### config.mk
export PLATFORM = sky130hd
export DESIGN_NAME = perceptron_train
export DESIGN_NICKNAME = d
export VERILOG_FILES = /design/src/rtl/perceptron_train.sv
export SDC_FILE = /design/constraint.sdc
export NUM_CORES = 1
export LEC_CHECK = 0
export ABC_AREA = 1
export CAP_MARGIN = 20
export CORE_MARGIN = 2
export CORE_UTILIZATION = 58
export CTS_CLUSTER_DIAMETER = 60
export DETAILED_ROUTE_END_ITERATION = 8
export DONT_BUFFER_PORTS = 1
export PLACE_DENSITY = 0.78
export SLEW_MARGIN = 5
export SYNTH_ARGS = -nofsm -noshare
export SYNTH_HDL_FRONTEND = slang
export SYNTH_SLANG_ARGS = --single-unit
### constraint.sdc
create_clock -name clk -period 2.7 [get_ports clk]
set_clock_uncertainty 0.1 [all_clocks]
set_input_delay 0.405 -clock clk [delete_from_list [all_inputs] [get_ports clk]]
set_output_delay 0.405 -clock clk [all_outputs]
set_load 0.02 [all_outputs]
### src/rtl/perceptron_train.sv
// ---------------------------------------------------------------------------
// perceptron_train
//
// Write-side engine of the perceptron branch predictor. Resolved-branch
// records from retire are queued in a small FIFO. The record at the head is
// either retired immediately (prediction was confident and correct) or used
// to train its weight row: read row, apply the saturating +/-1 perceptron
// rule to every weight, write the row back. Records retire strictly in
// arrival order, so two records hitting the same row see each other's
// updates.
//
// Optional build macro: PERCEPTRON_TRAIN_STAT_EN adds the saturating
// train_cnt_o / skip_cnt_o statistics counters.
//
// Ports:
//   clk, rst_n                  clock (rising edge), async active-low reset
//   req_valid_i / req_ready_o   record handshake into the FIFO
//   req_idx_i, req_bhr_i,       table row, history snapshot, predicted sum
//   req_sum_i, req_taken_i      and actual outcome of the resolved branch
//   rd_en_o, rd_idx_o           one-cycle table read request
//   rd_weight_i                 row data, valid the cycle after rd_en_o
//   wr_en_o, wr_idx_o,          write-back request, held until wr_ready_i
//   wr_weight_o, wr_ready_i
//   busy_o                      engine working or records still queued
//   train_cnt_o, skip_cnt_o     (macro only) rows written / records skipped
// ---------------------------------------------------------------------------
module perceptron_train #(
    parameter int BHR_W    = 8,
    parameter int WEIGHT_W = 8,
    parameter int SUM_W    = 12,
    parameter int PT_IDX_W = 6,
    parameter int THETA    = 29,
    parameter int Q_DEPTH  = 4
) (
    input  logic                            clk,
    input  logic                            rst_n,
    input  logic                            req_valid_i,
    output logic                            req_ready_o,
    input  logic [PT_IDX_W-1:0]             req_idx_i,
    input  logic [BHR_W-1:0]                req_bhr_i,
    input  logic [SUM_W-1:0]                req_sum_i,
    input  logic                            req_taken_i,
    output logic                            rd_en_o,
    output logic [PT_IDX_W-1:0]             rd_idx_o,
    input  logic [(BHR_W+1)*WEIGHT_W-1:0]   rd_weight_i,
    output logic                            wr_en_o,
    output logic [PT_IDX_W-1:0]             wr_idx_o,
    output logic [(BHR_W+1)*WEIGHT_W-1:0]   wr_weight_o,
    input  logic                            wr_ready_i,
    output logic                            busy_o
`ifdef PERCEPTRON_TRAIN_STAT_EN
    ,
    output logic [15:0]                     train_cnt_o,
    output logic [15:0]                     skip_cnt_o
`endif
);

    localparam int ROW_W = (BHR_W + 1) * WEIGHT_W;
    localparam int PTR_W = (Q_DEPTH > 1) ? $clog2(Q_DEPTH) : 1;
    localparam int CNT_W = PTR_W + 1;

    localparam logic [CNT_W-1:0] Q_FULL  = CNT_W'(Q_DEPTH);
    localparam logic [CNT_W-1:0] CNT_ONE = CNT_W'(1);
    localparam logic [PTR_W-1:0] PTR_ONE = PTR_W'(1);

    // Threshold in SUM_W+1 bits so that negating it and comparing against
    // the most-negative sum cannot wrap.
    localparam logic signed [SUM_W:0] THETA_POS = THETA[SUM_W:0];
    localparam logic signed [SUM_W:0] THETA_NEG = -THETA_POS;

    localparam logic [WEIGHT_W:0]   W_ONE = {{WEIGHT_W{1'b0}}, 1'b1};
    localparam logic [WEIGHT_W-1:0] W_MAX = {1'b0, {(WEIGHT_W-1){1'b1}}};
    localparam logic [WEIGHT_W-1:0] W_MIN = {1'b1, {(WEIGHT_W-1){1'b0}}};

    typedef enum logic [1:0] {
        ST_IDLE  = 2'd0,
        ST_READ  = 2'd1,
        ST_CALC  = 2'd2,
        ST_WRITE = 2'd3
    } state_t;

    // -----------------------------------------------------------------------
    // Request FIFO. Storage is a handful of registers, so the head entry is
    // read combinationally and can be classified in the same cycle it shows
    // up. Contents need no reset; only pointers and count do.
    // -----------------------------------------------------------------------
    logic [PT_IDX_W-1:0] q_idx_mem   [Q_DEPTH];
    logic [BHR_W-1:0]    q_bhr_mem   [Q_DEPTH];
    logic [SUM_W-1:0]    q_sum_mem   [Q_DEPTH];
    logic                q_taken_mem [Q_DEPTH];

    logic [PTR_W-1:0] wr_ptr_reg;
    logic [PTR_W-1:0] rd_ptr_reg;
    logic [CNT_W-1:0] count_reg;

    logic push;
    logic pop;
    logic fifo_nonempty;

    logic [PT_IDX_W-1:0] head_idx;
    logic [BHR_W-1:0]    head_bhr;
    logic [SUM_W-1:0]    head_sum;
    logic                head_taken;

    assign req_ready_o   = (count_reg < Q_FULL);
    assign fifo_nonempty = (count_reg != '0);
    assign push          = req_valid_i && req_ready_o;

    assign head_idx   = q_idx_mem[rd_ptr_reg];
    assign head_bhr   = q_bhr_mem[rd_ptr_reg];
    assign head_sum   = q_sum_mem[rd_ptr_reg];
    assign head_taken = q_taken_mem[rd_ptr_reg];

    always_ff @(posedge clk) begin
        if (push) begin
            q_idx_mem[wr_ptr_reg]   <= req_idx_i;
            q_bhr_mem[wr_ptr_reg]   <= req_bhr_i;
            q_sum_mem[wr_ptr_reg]   <= req_sum_i;
            q_taken_mem[wr_ptr_reg] <= req_taken_i;
        end
    end

    always_ff @(posedge clk or negedge rst_n) begin
        if (!rst_n) begin
            wr_ptr_reg <= '0;
            rd_ptr_reg <= '0;
            count_reg  <= '0;
        end else begin
            if (push) begin
                wr_ptr_reg <= wr_ptr_reg + PTR_ONE;
            end
            if (pop) begin
                rd_ptr_reg <= rd_ptr_reg + PTR_ONE;
            end
            if (push && !pop) begin
                count_reg <= count_reg + CNT_ONE;
            end else if (pop && !push) begin
                count_reg <= count_reg - CNT_ONE;
            end
        end
    end

    // -----------------------------------------------------------------------
    // Train decision for the head record. A negative sum predicted taken.
    // Training is needed on a mispredict or when |sum| <= THETA.
    // -----------------------------------------------------------------------
    logic signed [SUM_W:0] head_sum_ext;
    logic                  head_pred;
    logic                  head_low_conf;
    logic                  head_trains;

    assign head_sum_ext  = {head_sum[SUM_W-1], head_sum};
    assign head_pred     = head_sum[SUM_W-1];
    assign head_low_conf = (head_sum_ext >= THETA_NEG) && (head_sum_ext <= THETA_POS);
    assign head_trains   = (head_pred != head_taken) || head_low_conf;

    // -----------------------------------------------------------------------
    // Control FSM with registered table-interface outputs.
    // -----------------------------------------------------------------------
    state_t              state_reg;
    logic                rd_en_reg;
    logic [PT_IDX_W-1:0] rd_idx_reg;
    logic                wr_en_reg;
    logic [PT_IDX_W-1:0] wr_idx_reg;
    logic [ROW_W-1:0]    wr_weight_reg;
    logic [BHR_W-1:0]    work_bhr_reg;
    logic                work_taken_reg;
    logic [ROW_W-1:0]    row_next;

    logic skip_pop;
    logic write_done;

    assign skip_pop   = (state_reg == ST_IDLE) && fifo_nonempty && !head_trains;
    assign write_done = (state_reg == ST_WRITE) && wr_ready_i;
    // The head stays in the FIFO until its processing completes, so its
    // slot cannot be reused while the row is in flight.
    assign pop        = skip_pop || write_done;

    always_ff @(posedge clk or negedge rst_n) begin
        if (!rst_n) begin
            state_reg      <= ST_IDLE;
            rd_en_reg      <= 1'b0;
            rd_idx_reg     <= '0;
            wr_en_reg      <= 1'b0;
            wr_idx_reg     <= '0;
            wr_weight_reg  <= '0;
            work_bhr_reg   <= '0;
            work_taken_reg <= 1'b0;
        end else begin
            case (state_reg)
                ST_IDLE: begin
                    if (fifo_nonempty && head_trains) begin
                        state_reg      <= ST_READ;
                        rd_en_reg      <= 1'b1;
                        rd_idx_reg     <= head_idx;
                        work_bhr_reg   <= head_bhr;
                        work_taken_reg <= head_taken;
                    end
                end
                ST_READ: begin
                    rd_en_reg <= 1'b0;
                    state_reg <= ST_CALC;
                end
                ST_CALC: begin
                    wr_weight_reg <= row_next;
                    wr_idx_reg    <= rd_idx_reg;
                    wr_en_reg     <= 1'b1;
                    state_reg     <= ST_WRITE;
                end
                ST_WRITE: begin
                    if (wr_ready_i) begin
                        wr_en_reg <= 1'b0;
                        state_reg <= ST_IDLE;
                    end
                end
                default: begin
                    state_reg <= ST_IDLE;
                    rd_en_reg <= 1'b0;
                    wr_en_reg <= 1'b0;
                end
            endcase
        end
    end

    assign rd_en_o     = rd_en_reg;
    assign rd_idx_o    = rd_idx_reg;
    assign wr_en_o     = wr_en_reg;
    assign wr_idx_o    = wr_idx_reg;
    assign wr_weight_o = wr_weight_reg;
    assign busy_o      = (state_reg != ST_IDLE) || fifo_nonempty;

    // -----------------------------------------------------------------------
    // Weight update lanes. Input vector x = {bhr, 1}: lane 0 is the bias.
    // A weight moves towards the outcome: +1 when x[i] equals taken, -1
    // otherwise. One guard bit detects overflow; the two top bits differ
    // exactly when the result left the signed range, and the guard bit then
    // tells which rail to clamp to.
    // -----------------------------------------------------------------------
    logic [BHR_W:0] x_vec;
    assign x_vec = {work_bhr_reg, 1'b1};

    generate
        for (genvar gi = 0; gi <= BHR_W; gi++) begin : g_lane
            logic [WEIGHT_W-1:0] w_old;
            logic [WEIGHT_W:0]   w_ext;
            logic [WEIGHT_W:0]   w_adj;
            logic                w_inc;
            logic                w_ovf;

            assign w_old = rd_weight_i[gi*WEIGHT_W +: WEIGHT_W];
            assign w_ext = {w_old[WEIGHT_W-1], w_old};
            assign w_inc = (x_vec[gi] == work_taken_reg);
            assign w_adj = w_inc ? (w_ext + W_ONE) : (w_ext - W_ONE);
            assign w_ovf = (w_adj[WEIGHT_W] != w_adj[WEIGHT_W-1]);

            assign row_next[gi*WEIGHT_W +: WEIGHT_W] =
                w_ovf ? (w_adj[WEIGHT_W] ? W_MIN : W_MAX) : w_adj[WEIGHT_W-1:0];
        end
    endgenerate

`ifdef PERCEPTRON_TRAIN_STAT_EN
    // -----------------------------------------------------------------------
    // Statistics: rows written and records retired without training.
    // Both stick at all-ones instead of wrapping.
    // -----------------------------------------------------------------------
    logic [15:0] train_cnt_reg;
    logic [15:0] skip_cnt_reg;

    always_ff @(posedge clk or negedge rst_n) begin
        if (!rst_n) begin
            train_cnt_reg <= '0;
            skip_cnt_reg  <= '0;
        end else begin
            if (write_done && (train_cnt_reg != 16'hFFFF)) begin
                train_cnt_reg <= train_cnt_reg + 16'd1;
            end
            if (skip_pop && (skip_cnt_reg != 16'hFFFF)) begin
                skip_cnt_reg <= skip_cnt_reg + 16'd1;
            end
        end
    end

    assign train_cnt_o = train_cnt_reg;
    assign skip_cnt_o  = skip_cnt_reg;
`endif

endmodule

# Yosys cells after proc, flatten, opt, wreduce, memory -nomap -nowiden
# Memories as Yosys holds them, arrays and structs flattened. A register that Yosys moved wholly into a read port is not among the register bits.
# Cells that the tools add are included.
[totals] wordCells=125 mem_bits_rw=108 in_bits=103 memories=4 regBits=90 output_inout_bits=88
[classes] eq_ne=23 muxes=38 addsub=22 magnitude_cmp=3 reduce_logical=26
[memory_table] memory="q_sum_mem" words=4 width=12 rd=1 rd_clocked_by_memory_dff=0 wr=1 line_no="89" source="logic [SUM_W-1:0] q_sum_mem [Q_DEPTH];"
[memory_table] memory="q_bhr_mem" words=4 width=8 rd=1 rd_clocked_by_memory_dff=1 wr=1 line_no="88" source="logic [BHR_W-1:0] q_bhr_mem [Q_DEPTH];"
[memory_table] memory="q_idx_mem" words=4 width=6 rd=1 rd_clocked_by_memory_dff=1 wr=1 line_no="87" source="logic [PT_IDX_W-1:0] q_idx_mem [Q_DEPTH];"
[memory_table] memory="q_taken_mem" words=4 width=1 rd=1 rd_clocked_by_memory_dff=0 wr=1 line_no="90" source="logic q_taken_mem [Q_DEPTH];"
[op_table] op="2-to-1 mux 8 bit" count=18
[op_table] op="adder 8 x 2 -> 9 bit (second input constant)" count=9
[op_table] op="2-to-1 mux 9 bit" count=9
[op_table] op="subtractor 8 x 2 -> 9 bit (second input constant)" count=9
[op_table] op="greater-or-equal comparator 12 x 6 -> 1 bit (second input constant)" count=1
[op_table] op="<= comparator 12 x 6 -> 1 bit (second input constant)" count=1
[op_table] op="!= test 1 bit" count=10
[op_table] op="== test 1 bit" count=8
[op_table] op="logical AND 1 bit" count=8
[op_table] op="case mux 2 bit (4 select lines)" count=1
[op_table] op="AND reduction 2 bit" count=4
[op_table] op="nonzero test 2 bit" count=4
[op_table] op="2-to-1 mux 3 bit" count=2
[op_table] op="zero test 1 bit" count=5
[op_table] op="adder 2 x 1 -> 2 bit (second input constant)" count=2
[op_table] op="== test 2 bit (second input constant)" count=2
[op_table] op="2-to-1 mux 1 bit" count=4
[op_table] op="2-to-1 mux 2 bit" count=2
[op_table] op="case mux 1 bit (2 select lines)" count=2
[op_table] op="adder 3 x 1 -> 3 bit (second input constant)" count=1
[op_table] op="logical OR 1 bit" count=3
[op_table] op="less-than comparator 3 bit (second input constant)" count=1
[op_table] op="nonzero test 3 bit" count=1
[op_table] op="subtractor 3 x 1 -> 3 bit (second input constant)" count=1
[op_table] op="other kinds (4)" count=4

# Logic depth before layout (Yosys ltp)
# Gate-level depths: netlist of run 1.
# An unclocked memory read counts as a cell.
[depth] word_depth=10 mapped_depth=20 depth_no_buf=19

# Worst setup path before layout of run 1
# OpenSTA, ideal clock, no wires.
[synth_path] kind="register to register" startpoint="register work_taken_reg (netlist: g_lane[0].w_inc)" endpoint="register wr_weight_reg[24] (netlist: wr_weight_o[24])" setup_time_ps=137 t_required_ps=2463 slack_ps=49 stages_incl_launch_ff=12 t_arrival_ps=2414 path_buffers=1 period_less_slack_ps=2651 path_cell_list="dfrtp_1 > clkbuf_1 > xor2_1 > ha_1 > a21oi_1 > nand2_1 > nand4_1 > nand2_1 > xor2_1 > nor2_1 > nor2_1 > o22ai_1"
[synth_via] elab_chain_cells=4 word_cells_on_any_way=5 cone_classes="2 x eq/ne; 3 x mux"
[synth_lines] element="start, declared" line_no="167" source="logic work_taken_reg;"
[synth_lines] element="start signal, assigned" line_no="197" source="work_taken_reg <= head_taken;"
[synth_lines] element="== test 1 bit *" line_no="252" source="assign w_inc = (x_vec[gi] == work_taken_reg);"
[synth_lines] element="2-to-1 mux 9 bit *" line_no="253" source="assign w_adj = w_inc ? (w_ext + W_ONE) : (w_ext - W_ONE);"
[synth_lines] element="2-to-1 mux 8 bit / != test 1 bit (equally long branches)" line_no="257, 254"
[synth_lines] element="2-to-1 mux 8 bit *" line_no="257" source="w_ovf ? (w_adj[WEIGHT_W] ? W_MIN : W_MAX) : w_adj[WEIGHT_W-1:0];"
[synth_lines] element="end signal, assigned" line_no="205" source="wr_weight_reg <= row_next;"
[synth_lines] element="end, declared" line_no="165" source="logic [ROW_W-1:0] wr_weight_reg;"
# Every way passes the cells marked *; elsewhere a longest branch is shown, timed or not.
# A chain may end at the register's enable or synchronous reset.

# Worst setup path in the final report of run 1
[layout_path] startpoint="register rd_ptr_reg[0]" endpoint="register count_reg[2]"
[layout_via] elab_chain_cells=10 word_cells_on_any_way=15 cone_classes="2 x order compare; 1 x eq/ne; 1 x mux; 9 x reduce/logical; 2 x memory"
[layout_lines] element="start, declared" line_no="93" source="logic [PTR_W-1:0] rd_ptr_reg;"
[layout_lines] element="start signal, assigned" line_no="133" source="rd_ptr_reg <= rd_ptr_reg + PTR_ONE;"
[layout_lines] element="memory read (4 x 12 bit)"
[layout_lines] element="greater-or-equal comparator 12 x 6 -> 1 bit / <= comparator 12 x 6 -> 1 bit (equally long branches)" line_no="154" source="assign head_low_conf = (head_sum_ext >= THETA_NEG) && (head_sum_ext <= THETA_POS);"
[layout_lines] element="logical AND 1 bit" line_no="154"
[layout_lines] element="logical OR 1 bit *" line_no="155" source="assign head_trains = (head_pred != head_taken) || head_low_conf;"
[layout_lines] element="zero test 1 bit *" line_no="173" source="assign skip_pop = (state_reg == ST_IDLE) && fifo_nonempty && !head_trains;"
[layout_lines] element="logical AND 1 bit *" line_no="173"
[layout_lines] element="logical OR 1 bit *" line_no="177" source="assign pop = skip_pop || write_done;"
[layout_lines] element="zero test 1 bit" line_no="135" source="if (push && !pop) begin"
[layout_lines] element="logical AND 1 bit" line_no="135"
[layout_lines] element="2-to-1 mux 3 bit / nonzero test 2 bit (equally long branches)"
[layout_lines] element="end signal, assigned" line_no="136" source="count_reg <= count_reg + CNT_ONE;"
[layout_lines] element="end signal, assigned" line_no="138" source="count_reg <= count_reg - CNT_ONE;"
[layout_lines] element="end, declared" line_no="94" source="logic [CNT_W-1:0] count_reg;"
# Marked as above.

==> out/metrics.csv, run 1 <==
metric,value,unit
cts_tree,yes,
grt_pass1_vias,8189,
wl_per_cell,16.93,µm
row_count,51,
timing.rr.start,rd_ptr_reg[0],
die_x,143.9,µm
synthCells,1199,
synth-edff-count,108,
dp_slack,-0.2143,ns
cts_max_level,1,
synth_top_cell_area_share,0.2858,
clock.fmax,363.7,MHz
dieArea,20700,µm²
worstPathArrival,3.05,ns
violations,"hold timing, setup timing",
rsz0062_at_grt,yes,
grt_overflow_total,0,
drc_errors,0,
hold_ws,-0.5188,ns
worstMarginPinSlew,1.173,ns
fillCellCount,1439,
crit_required,3.00,ns
grt_pass1_wl,40.31,mm
fp.coreArea,19330,µm²
ys.flop_type,edfxtp_1,
drt_first_pass_iters,5,
drive_above_1_share,0.1565,
syn_area,11350,µm²
clk_pin_slew,0.06,ns
drt_wl_total,26.23,mm
cp-start-kind,flop,
hpwl,17.06,mm
track_usage,0.2419,
ys_warn_count,0,
clock_sinks,212,
io_buffers,0,
num_vias,8670,
maxCapViolCount,0,
routabilityCongestion,0.9549,
synth_common_cells,"314 x nand2_1, 125 x a21oi_1, 108 x edfxtp_1, 108 x nor2_1, 104 x dfrtp_1",
r2r_slack,-0.05,ns
postCtsHoldBufs,37,
r2r_cells,20,
postLayoutCoreUtil,0.7003,
ys_seq_area_frac,0.5152,
finalCritPeriodShare,1.018,
largest_reg_flops,72,
fin_crit,2.749,ns
cts_root_buf,clkbuf_16,
die_h,143.9,µm
status,"finished, violations left",
fin_ws,-0.04930,ns
synth_top_area_cell,edfxtp_1,
vias_per_cell,5.594,
yosysMostFrequentCell,nand2_1,
synth.area.top_cells,"edfxtp_1 29%, dfrtp_1 23%, nand2_1 10%",
syn_area_per_cell,9.463,µm²
final_antenna_net_count,0,
hold_viol_final,104,
setup_tns,-0.06986,ns
setup.worst_path.end_class,flop,
path_class,flop to flop,
area_growth,19.34,%
drt_iter0_markers,510,
clk_latency,0.52,ns
antenna_found_initial,0,
grt_max_degree,105,
timing.rr.end,count_reg[2],
min_path_type,input pin to async pin,
nNetsFinal,1452,
ctsLongestPathBuffers,3,
slew_viol_final,0,
start_util,0.5868,
relSlewSlack,0.2172,
critPathMaxFanout,7,
cts_buffers,24,
setup_viol,2,
ys_types,37,
synthArstFlopShare,0.4906,
num_io_pins,191,
mappedNetlistNets,1385,
ys_ff_latch,212,
==> placed cells by master (no fill, tap or decap), types with 6 or more instances in the layout <==
cell type,Yosys,final
edfxtp_1,108,108
buf_4,2,24
o2111ai_1,8,8
a32o_1,14,14
nand3_2,0,13
o21ai_2,15,15
nor3_1,9,8
ha_1,73,59
dfrtp_1,104,102
nor2_2,0,11
clkbuf_16,0,25
nand2_1,314,293
a31oi_1,9,9
a21oi_2,0,6
xor2_4,0,6
nor2_4,0,6
xor2_1,37,27
xnor2_1,10,10
nand2_2,3,23
o22ai_1,8,8
o21a_1,8,8
buf_6,7,6
or2_2,19,19
a21oi_1,125,119
nor2_1,108,91
o21ai_0,17,14
fa_1,10,7
inv_1,68,66
nand3_1,74,61
ha_4,0,12
clkbuf_1,19,10
dlygate4sd3_1,0,37
nand4_1,12,12
==> how the worst max path moves through the flow <==
stage,from,end,slack [ns],cells after the start
after floorplan,g_lane[0].w_inc,wr_weight_o[24],0.05,11
after global placement,g_lane[0].w_inc,wr_weight_o[64],-0.15,9
after detailed placement,g_lane[0].w_inc,wr_weight_o[44],-0.21,10
after CTS,g_lane[0].w_inc,wr_weight_o[66],-0.12,9
after global routing,rd_ptr_reg[0],count_reg[2],-0.22,20
final,rd_ptr_reg[0],count_reg[2],-0.05,20
==> critical path, cell delays in order (launching register included) <==
cell and delay (ns):
dfrtp_2 0.47, clkinv_4 0.12, buf_12 0.12, nand2_1 0.04
nand3_1 0.07, nand2_2 0.07, nor2_1 0.11, nand2_1 0.08
nor2_1 0.11, nand2_1 0.10, nand2_2 0.08, nand2_1 0.05
nand2_1 0.07, nand2_2 0.07, inv_2 0.07, ha_4 0.13
inv_4 0.03, fa_2 0.36, a21oi_2 0.13, o21ai_1 0.08
xor2_1 0.15
==> cell type report <==
type	instances	area [µm²]	area share
Tap cell	265	331.6	0.02449
Timing Repair Buffer	73	743.2	0.05489
Antenna cell	1	2.502	0.0001848
Multi-Input combinational cell	884	5582	0.4122
Clock inverter	9	102.6	0.007577
Clock buffer	35	651.9	0.04814
Inverter	71	276.5	0.02042
Sequential cell	212	5851	0.4321
==> stage by stage <==
step	instances	hold slack [ns]	cell area, µm²
floorplan	1199	0.009409	11350
global placement	1455	0.01137	11710
detailed placement	1455	0.01177	11710
CTS	1540	-0.5387	12940
global route	1549	-0.5440	13540
finish	1550	-0.5188	13540
==> logic make-up (layout without fill, tap and decap cells) <==
group,Yosys count,in the layout,share of synthesized area
other,0,1,0
AND/OR/NAND/NOR,541,541,0.1972
flip-flops,212,212,0.5152
XOR/XNOR,47,47,0.03628
buffers and inverters,103,188,0.03970
AO/OA/AOI/OAI,212,212,0.1125
adder cells (fa/ha/maj),83,83,0.09815
multiplexers,1,1,0.0009924
==> timing repair <==
item                                    CTS  global route
endpoints found under the setup margin   43            62
hold endpoints to repair                222           104
cloned                                    1             1
pin swaps                                 5            30
gates resized for setup                  13           107
setup buffers                             3             9
==> metal layers <==
layer / GRT usage / up-vias / wire, µm
met4: 0.08720 / 0 / 786
met1: 0.3061 / 4104 / 10620
li1: - / 4253 / -
met2: 0.4115 / 258 / 12960
met3: 0.05132 / 55 / 1868
met5: 0 / - / 0
Power of run 1 is not shown: default switching activity piles up to over one toggle a cycle in this logic, so the estimate is an artifact.
==> inputs of run 2 (changes only) <==
- PLACE_DENSITY: 0.78 -> not set
- PLACE_DENSITY_LB_ADDON: not set -> 0.15
==> out/metrics.csv, run 2 (synthesized netlist as in run 1, its figures left out) <==
metric,value,unit,change
die_x,143.9,µm,unchanged
grt_pass1_wl,39.16,mm,-2.8%
critPathMaxFanout,7,,unchanged
cts_max_level,1,,unchanged
dp_slack,-0.1687,ns,+0.04563 ns
cts_buffers,25,,+4.2%
postCtsHoldBufs,37,,unchanged
largest_reg_flops,72,,unchanged
ctsLongestPathBuffers,3,,unchanged
worstMarginPinSlew,0.4413,ns,-0.7316 ns
relSlewSlack,0.7055,,+0.4883
clk_pin_slew,0.06,ns,about the same
drt_first_pass_iters,5,,unchanged
start_util,0.5868,,unchanged
fp.coreArea,19330,µm²,unchanged
row_count,51,,unchanged
slew_viol_final,0,,unchanged
hold_viol_final,104,,unchanged
routabilityCongestion,0.9004,,-5.7%
finalCritPeriodShare,1.014,,-0.004194
antenna_found_initial,0,,unchanged
final_common_cell,nand2_1,,
wl_per_cell,16.46,µm,-2.8%
met2_length,12.39,mm,-4.4%
fin_ws,-0.03798,ns,+0.01132 ns
rsz0062_at_grt,yes,,
grt_overflow_total,0,,unchanged
hold_ws,-0.5266,ns,-0.007821 ns
grt_pass1_vias,8009,,-2.2%
top_layer_used,met4,,
fin_crit,2.738,ns,-0.01132 ns
clock_sinks,212,,unchanged
num_io_pins,191,,unchanged
io_buffers,0,,unchanged
clock.fmax,365.2,MHz,+0.41%
worstPathArrival,3.04,ns,about the same
layout_common_cells,"301 x nand2_1, 124 x a21oi_1, 108 x edfxtp_1",,
met1Wirelength,10.59,mm,-0.27%
status,"finished, violations left",,
maxCapViolCount,0,,unchanged
cts_root_buf,clkbuf_16,,
cp-start-kind,flop,,
min_path_type,input pin to async pin,,
num_vias,8438,,-2.7%
setup_viol,1,,-1
die_h,143.9,µm,unchanged
drt_iter0_markers,366,,-28%
setup_tns,-0.03798,ns,+0.03187 ns
clk_latency,0.53,ns,about the same
drc_errors,0,,unchanged
nNetsFinal,1458,,+0.41%
crit_required,3.00,ns,about the same
drt_wl_total,25.61,mm,-2.4%
track_usage,0.2380,,-0.003926
final_antenna_net_count,0,,unchanged
area_growth,18.73,%,
vias_per_cell,5.423,,-3.1%
hpwl,17.14,mm,+0.45%
cts_tree,yes,,
met3_length,1.796,mm,-3.9%
grt_max_degree,105,,unchanged
path_class,flop to flop,,
postLayoutCoreUtil,0.6967,,-0.003624
violations,"hold timing, setup timing",,
dieArea,20700,µm²,unchanged
setup.worst_path.end_class,flop,,
drive_above_1_share,0.1443,,-0.01224
## run 2: cell types whose count changed in the layout (fill, tap and decap cells not counted), moves of 3 or more
cell      before  now
buf_4         24   32
nand2_1      293  301
nand2_2       23   15
clkbuf_1      10    4
nand3_1       61   67
nand3_2       13    7
a21oi_1      119  124
a21oi_2        6    1
nor2_1        91   96
nor2_4         6    1
xor2_1        27   32
xor2_4         6    1
clkinv_2       2    5
## run 2: cell type report
class | count | area [µm²]
inverters | 71 | 272.8
repair buffers | 78 | 768.2
clock buffers | 31 | 668.1
flip-flops and latches | 212 | 5847
diodes | 2 | 5.005
well taps | 265 | 331.6
multi-input cells | 884 | 5414
clock inverters | 13 | 163.9
fillers | 1493 | 5864
## run 2: layer usage
layer	global-route usage	vias to the layer above
met2	0.3937	210
met1	0.3012	3913
met4	0.1001	0
met3	0.05631	53
met5	0	-
li1	-	4262
## run 2: per-stage QoR
step                      area [µm²]  std cells
after global routing           13470       1554
after global placement         11760       1463
after detailed placement       11760       1463
after CTS                      13020       1545
after floorplan                11350       1199
final                          13470       1556
## run 2: worst max-delay path: stages (launching register included)
cell and delay [ns]:
dfrtp_1 0.42, inv_2 0.14, clkbuf_16 0.17, nand2_4 0.04, nand3_2 0.06, nand2_2 0.06, nor2_2 0.09, nand2_1 0.08
nor2_1 0.16, nand2_2 0.09, nand2_2 0.07, nand2_1 0.05, nand2_1 0.06, nand2_2 0.06, inv_2 0.08, ha_4 0.13
inv_4 0.03, fa_2 0.36, a21oi_2 0.12, o21ai_1 0.08, xor2_1 0.15
## run 2: final timing paths
| path | to | slack, ns | depth (start not counted) | start |
|---|---|---|---|---|
| setup reg to reg | count_reg[2] | -0.04 | 20 | rd_ptr_reg[0] |
| min in group clk | state_reg[0] | 0.05 | 3 | wr_ready_i |
| setup / recovery | count_reg[2] | -0.04 | 20 | rd_ptr_reg[0] |
| hold reg to reg | work_bhr_reg[7] | 0.40 | 2 | work_bhr_reg[7] |
| max in group asynchronous | wr_weight_o[55] | 2.85 | 0 | rst_n |
| hold / removal | wr_weight_o[6] | -0.53 | 0 | rst_n |
## run 2: timing repair
item | 4_1_cts | 5_1_grt
pin swaps | 0 | 20
gates cloned | 1 | 1
gates resized for setup | 9 | 64
endpoints found under the setup margin | 33 | 47
hold endpoints to repair | 222 | 104
buffers inserted | 0 | 8
Power of run 2 is left out for the same reason.
==> inputs of run 3 (changes only) <==
- ABC_AREA: 1 -> not set
- BUFFER_PORTS_ARGS: not set -> -buffer_cell sky130_fd_sc_hd__buf_4
- CELL_PAD_IN_SITES_DETAIL_PLACEMENT: not set -> 2
- CELL_PAD_IN_SITES_GLOBAL_PLACEMENT: not set -> 2
- CORE_UTILIZATION: 58 -> 35
- DONT_BUFFER_PORTS: 1 -> not set
==> out/metrics.csv, run 3 <==
metric,value,unit,change
synthArstFlopShare,0.4906,,unchanged
multi_input_area,6625,µm²,+22%
clk_latency,0.57,ns,+0.04 ns
fin_crit,3.117,ns,+0.3788 ns
clock_sinks,212,,unchanged
drt_first_pass_iters,4,,-1
syn_area,11190,µm²,-1.4%
final_antenna_net_count,0,,unchanged
whs_path_depth,3,,
regArea,5848,µm²,about the same
fin_ws,-0.4167,ns,-0.3788 ns
fillCellCount,2874,,+92%
cts_root_buf,clkbuf_16,,
ys_ff_latch,212,,unchanged
io_buffers,190,,+190
hpwl,25.10,mm,+46%
gr-max-usage-layer,met2,,
grt_overflow_total,0,,unchanged
instances_no_fill,1764,,+13%
syn_area_per_cell,12.64,µm²,+34%
cp-start-kind,flop,,
mappedNetlistNets,1071,,-23%
worstMarginPinSlew,1.119,ns,+0.6775 ns
synth.area.top_cells,"edfxtp_1 29%, dfrtp_1 23%, ha_1 8.2%",,
dieArea,33410,µm²,+61%
synthCells,885,,-26%
ys_types,66,,+78%
status,"finished, violations left",,
slew_viol_final,0,,unchanged
cts_buffers,30,,+20%
grt_use_met3,0.02641,,-0.02990
fp.coreArea,31560,µm²,+63%
min_from,wr_ready_i,,
track_usage,0.2346,,-0.003411
synth_top_cell_area_share,0.2899,,+0.004060
r2r_slack,-0.42,ns,-0.38 ns
postLayoutCoreUtil,0.5639,,-0.1328
num_io_pins,191,,unchanged
relSlewSlack,0.2533,,-0.4522
violations,setup timing,,
num_vias,9343,,+11%
maxCapViolCount,0,,unchanged
synth_top_area_cell,edfxtp_1,,
grt_max_degree,86,,-18%
ys.flop_type,edfxtp_1,,
die_h,182.8,µm,+27%
area_growth,59.05,%,
routabilityCongestion,0.8155,,-9.4%
row_count,65,,+27%
grt_pass1_wl,61.49,mm,+57%
critPathMaxFanout,5,,-2
vias_per_cell,5.296,,-2.3%
clock.fmax,320.8,MHz,-12%
grt_util_met2,0.4532,,+0.05950
ctsLongestPathBuffers,3,,unchanged
crit_required,3.10,ns,+0.10 ns
antenna-diode-count,0,,-2
path_class,flop to flop,,
r2r_cells,12,,-40%
setup_viol,85,,+84
layout_common_cells,"366 x buf_4, 108 x edfxtp_1, 102 x dfrtp_1",,
cts_tree,yes,,
antenna_found_initial,0,,unchanged
synth_common_cells,"108 x edfxtp_1, 104 x dfrtp_1, 89 x nor2_1",,
hold_viol_final,0,,-100%
timing.rr.end,count_reg[2],,
ys_warn_count,0,,unchanged
drive_above_1_share,0.5294,,+0.3851
yosysMostFrequentCell,edfxtp_1,,
cts_max_level,1,,unchanged
drc_errors,0,,unchanged
rsz0062_at_grt,yes,,
min_path_type,input pin to flop,,
holdPathEnd,wr_en_o,,
die_x,182.8,µm,+27%
largest_reg_flops,72,,unchanged
synth-edff-count,108,,unchanged
grt_pass1_vias,10680,,+33%
clk_pin_slew,0.06,ns,about the same
drt_iter0_markers,391,,+6.8%
final_common_cell,buf_4,,
nNetsFinal,1524,,+4.5%
worstPathArrival,3.52,ns,+0.48 ns
gr-usage-met1,0.2813,,-0.01986
start_util,0.3545,,-0.2323
wl_per_cell,24.41,µm,+48%
drt_wl_total,43.07,mm,+68%
setup.worst_path.end_class,flop,,
ys_seq_area_frac,0.5225,,+0.007318
finalCritPeriodShare,1.154,,+0.1403
dp.cells,1611,,+10%
timing.rr.start,rd_ptr_reg[0],,
-- run 3: cell types whose count changed in the layout (fill, tap and decap cells not counted), sizes merged, moves of 40 or more --
cell   delta
a21o     +41
a21oi    -92
buf     +368
inv      -40
nand2   -289
nand3    -65
-- run 3: how the worst max path moves through the flow --
stage	startpoint	end	slack, ns	depth (start not counted)
after floorplan	rd_ptr_reg[0]	count_reg[2]	-0.18	12
after global placement	rd_ptr_reg[0]	count_reg[1]	-0.41	10
after detailed placement	rd_ptr_reg[0]	count_reg[2]	-0.54	12
after CTS	rd_ptr_reg[0]	count_reg[1]	-0.38	10
after global routing	rd_ptr_reg[0]	count_reg[2]	-0.56	13
final	rd_ptr_reg[0]	count_reg[2]	-0.42	12
-- run 3: through the flow --
| stage | setup TNS, ns | area [µm²] | hold slack, ns | setup slack (ns) |
|---|---|---|---|---|
| floorplan | -1.506 | 11590 | 0.009409 | -0.1816 |
| global placement | -9.471 | 14640 | 0.3777 | -0.4132 |
| detailed placement | -15.88 | 14640 | 0.3764 | -0.5381 |
| CTS | -13.26 | 16950 | 0.01035 | -0.3796 |
| global route | -30.52 | 17790 | 0.05060 | -0.5566 |
| finish | -20.53 | 17790 | 0.05398 | -0.4167 |
-- run 3: cell type report --
class,instances,share of cell area
Clock inverter,13,0.008087
Timing Repair Buffer,445,0.2084
Tap cell,402,0.02827
Clock buffer,43,0.04775
Sequential cell,212,0.3287
Inverter,29,0.006469
Multi-Input combinational cell,620,0.3723
-- run 3: routing by layer --
metal / vias up / part of all wire
li1: 4258 / -
met1: 4810 / 0.40
met2: 213 / 0.55
met3: 62 / 0.029
met4: 0 / 0.020
met5: - / 0
-- run 3: what timing repair did --
action                                  in CTS  in global routing
endpoints found under the setup margin      87                 94
resized for setup                          129                125
hold endpoints to repair                   155                  0
cloned                                       0                  2
buffers inserted                            37                 33
hold buffers                                35                  0
pin swaps                                   79                 82
-- run 3: kinds of logic (layout without fill, tap and decap cells) --
group	count (synthesis)	in the layout	share of synthesized area
AOI/OAI and AO/OA	220	220	0.1382
DFF	212	212	0.5225
and+or+nand+nor	207	207	0.09104
adders and majority gates	83	83	0.09954
xor gates and xnor gates	57	57	0.04463
muxes	53	53	0.08310
buffers and inverters	53	530	0.02091
-- run 3: critical path, cell delays in order (launching register included) --
cell and delay [ns]:
dfrtp_2 0.46, buf_6 0.12, mux4_2 0.54, nor4_4 0.30, nand3_2 0.14, a2bb2oi_4 0.20
a2bb2oi_2 0.18, ha_2 0.21, inv_2 0.04, fa_2 0.33, xor2_1 0.15, nor2_1 0.12
xnor2_1 0.13
Power of run 3 is left out for the same reason.
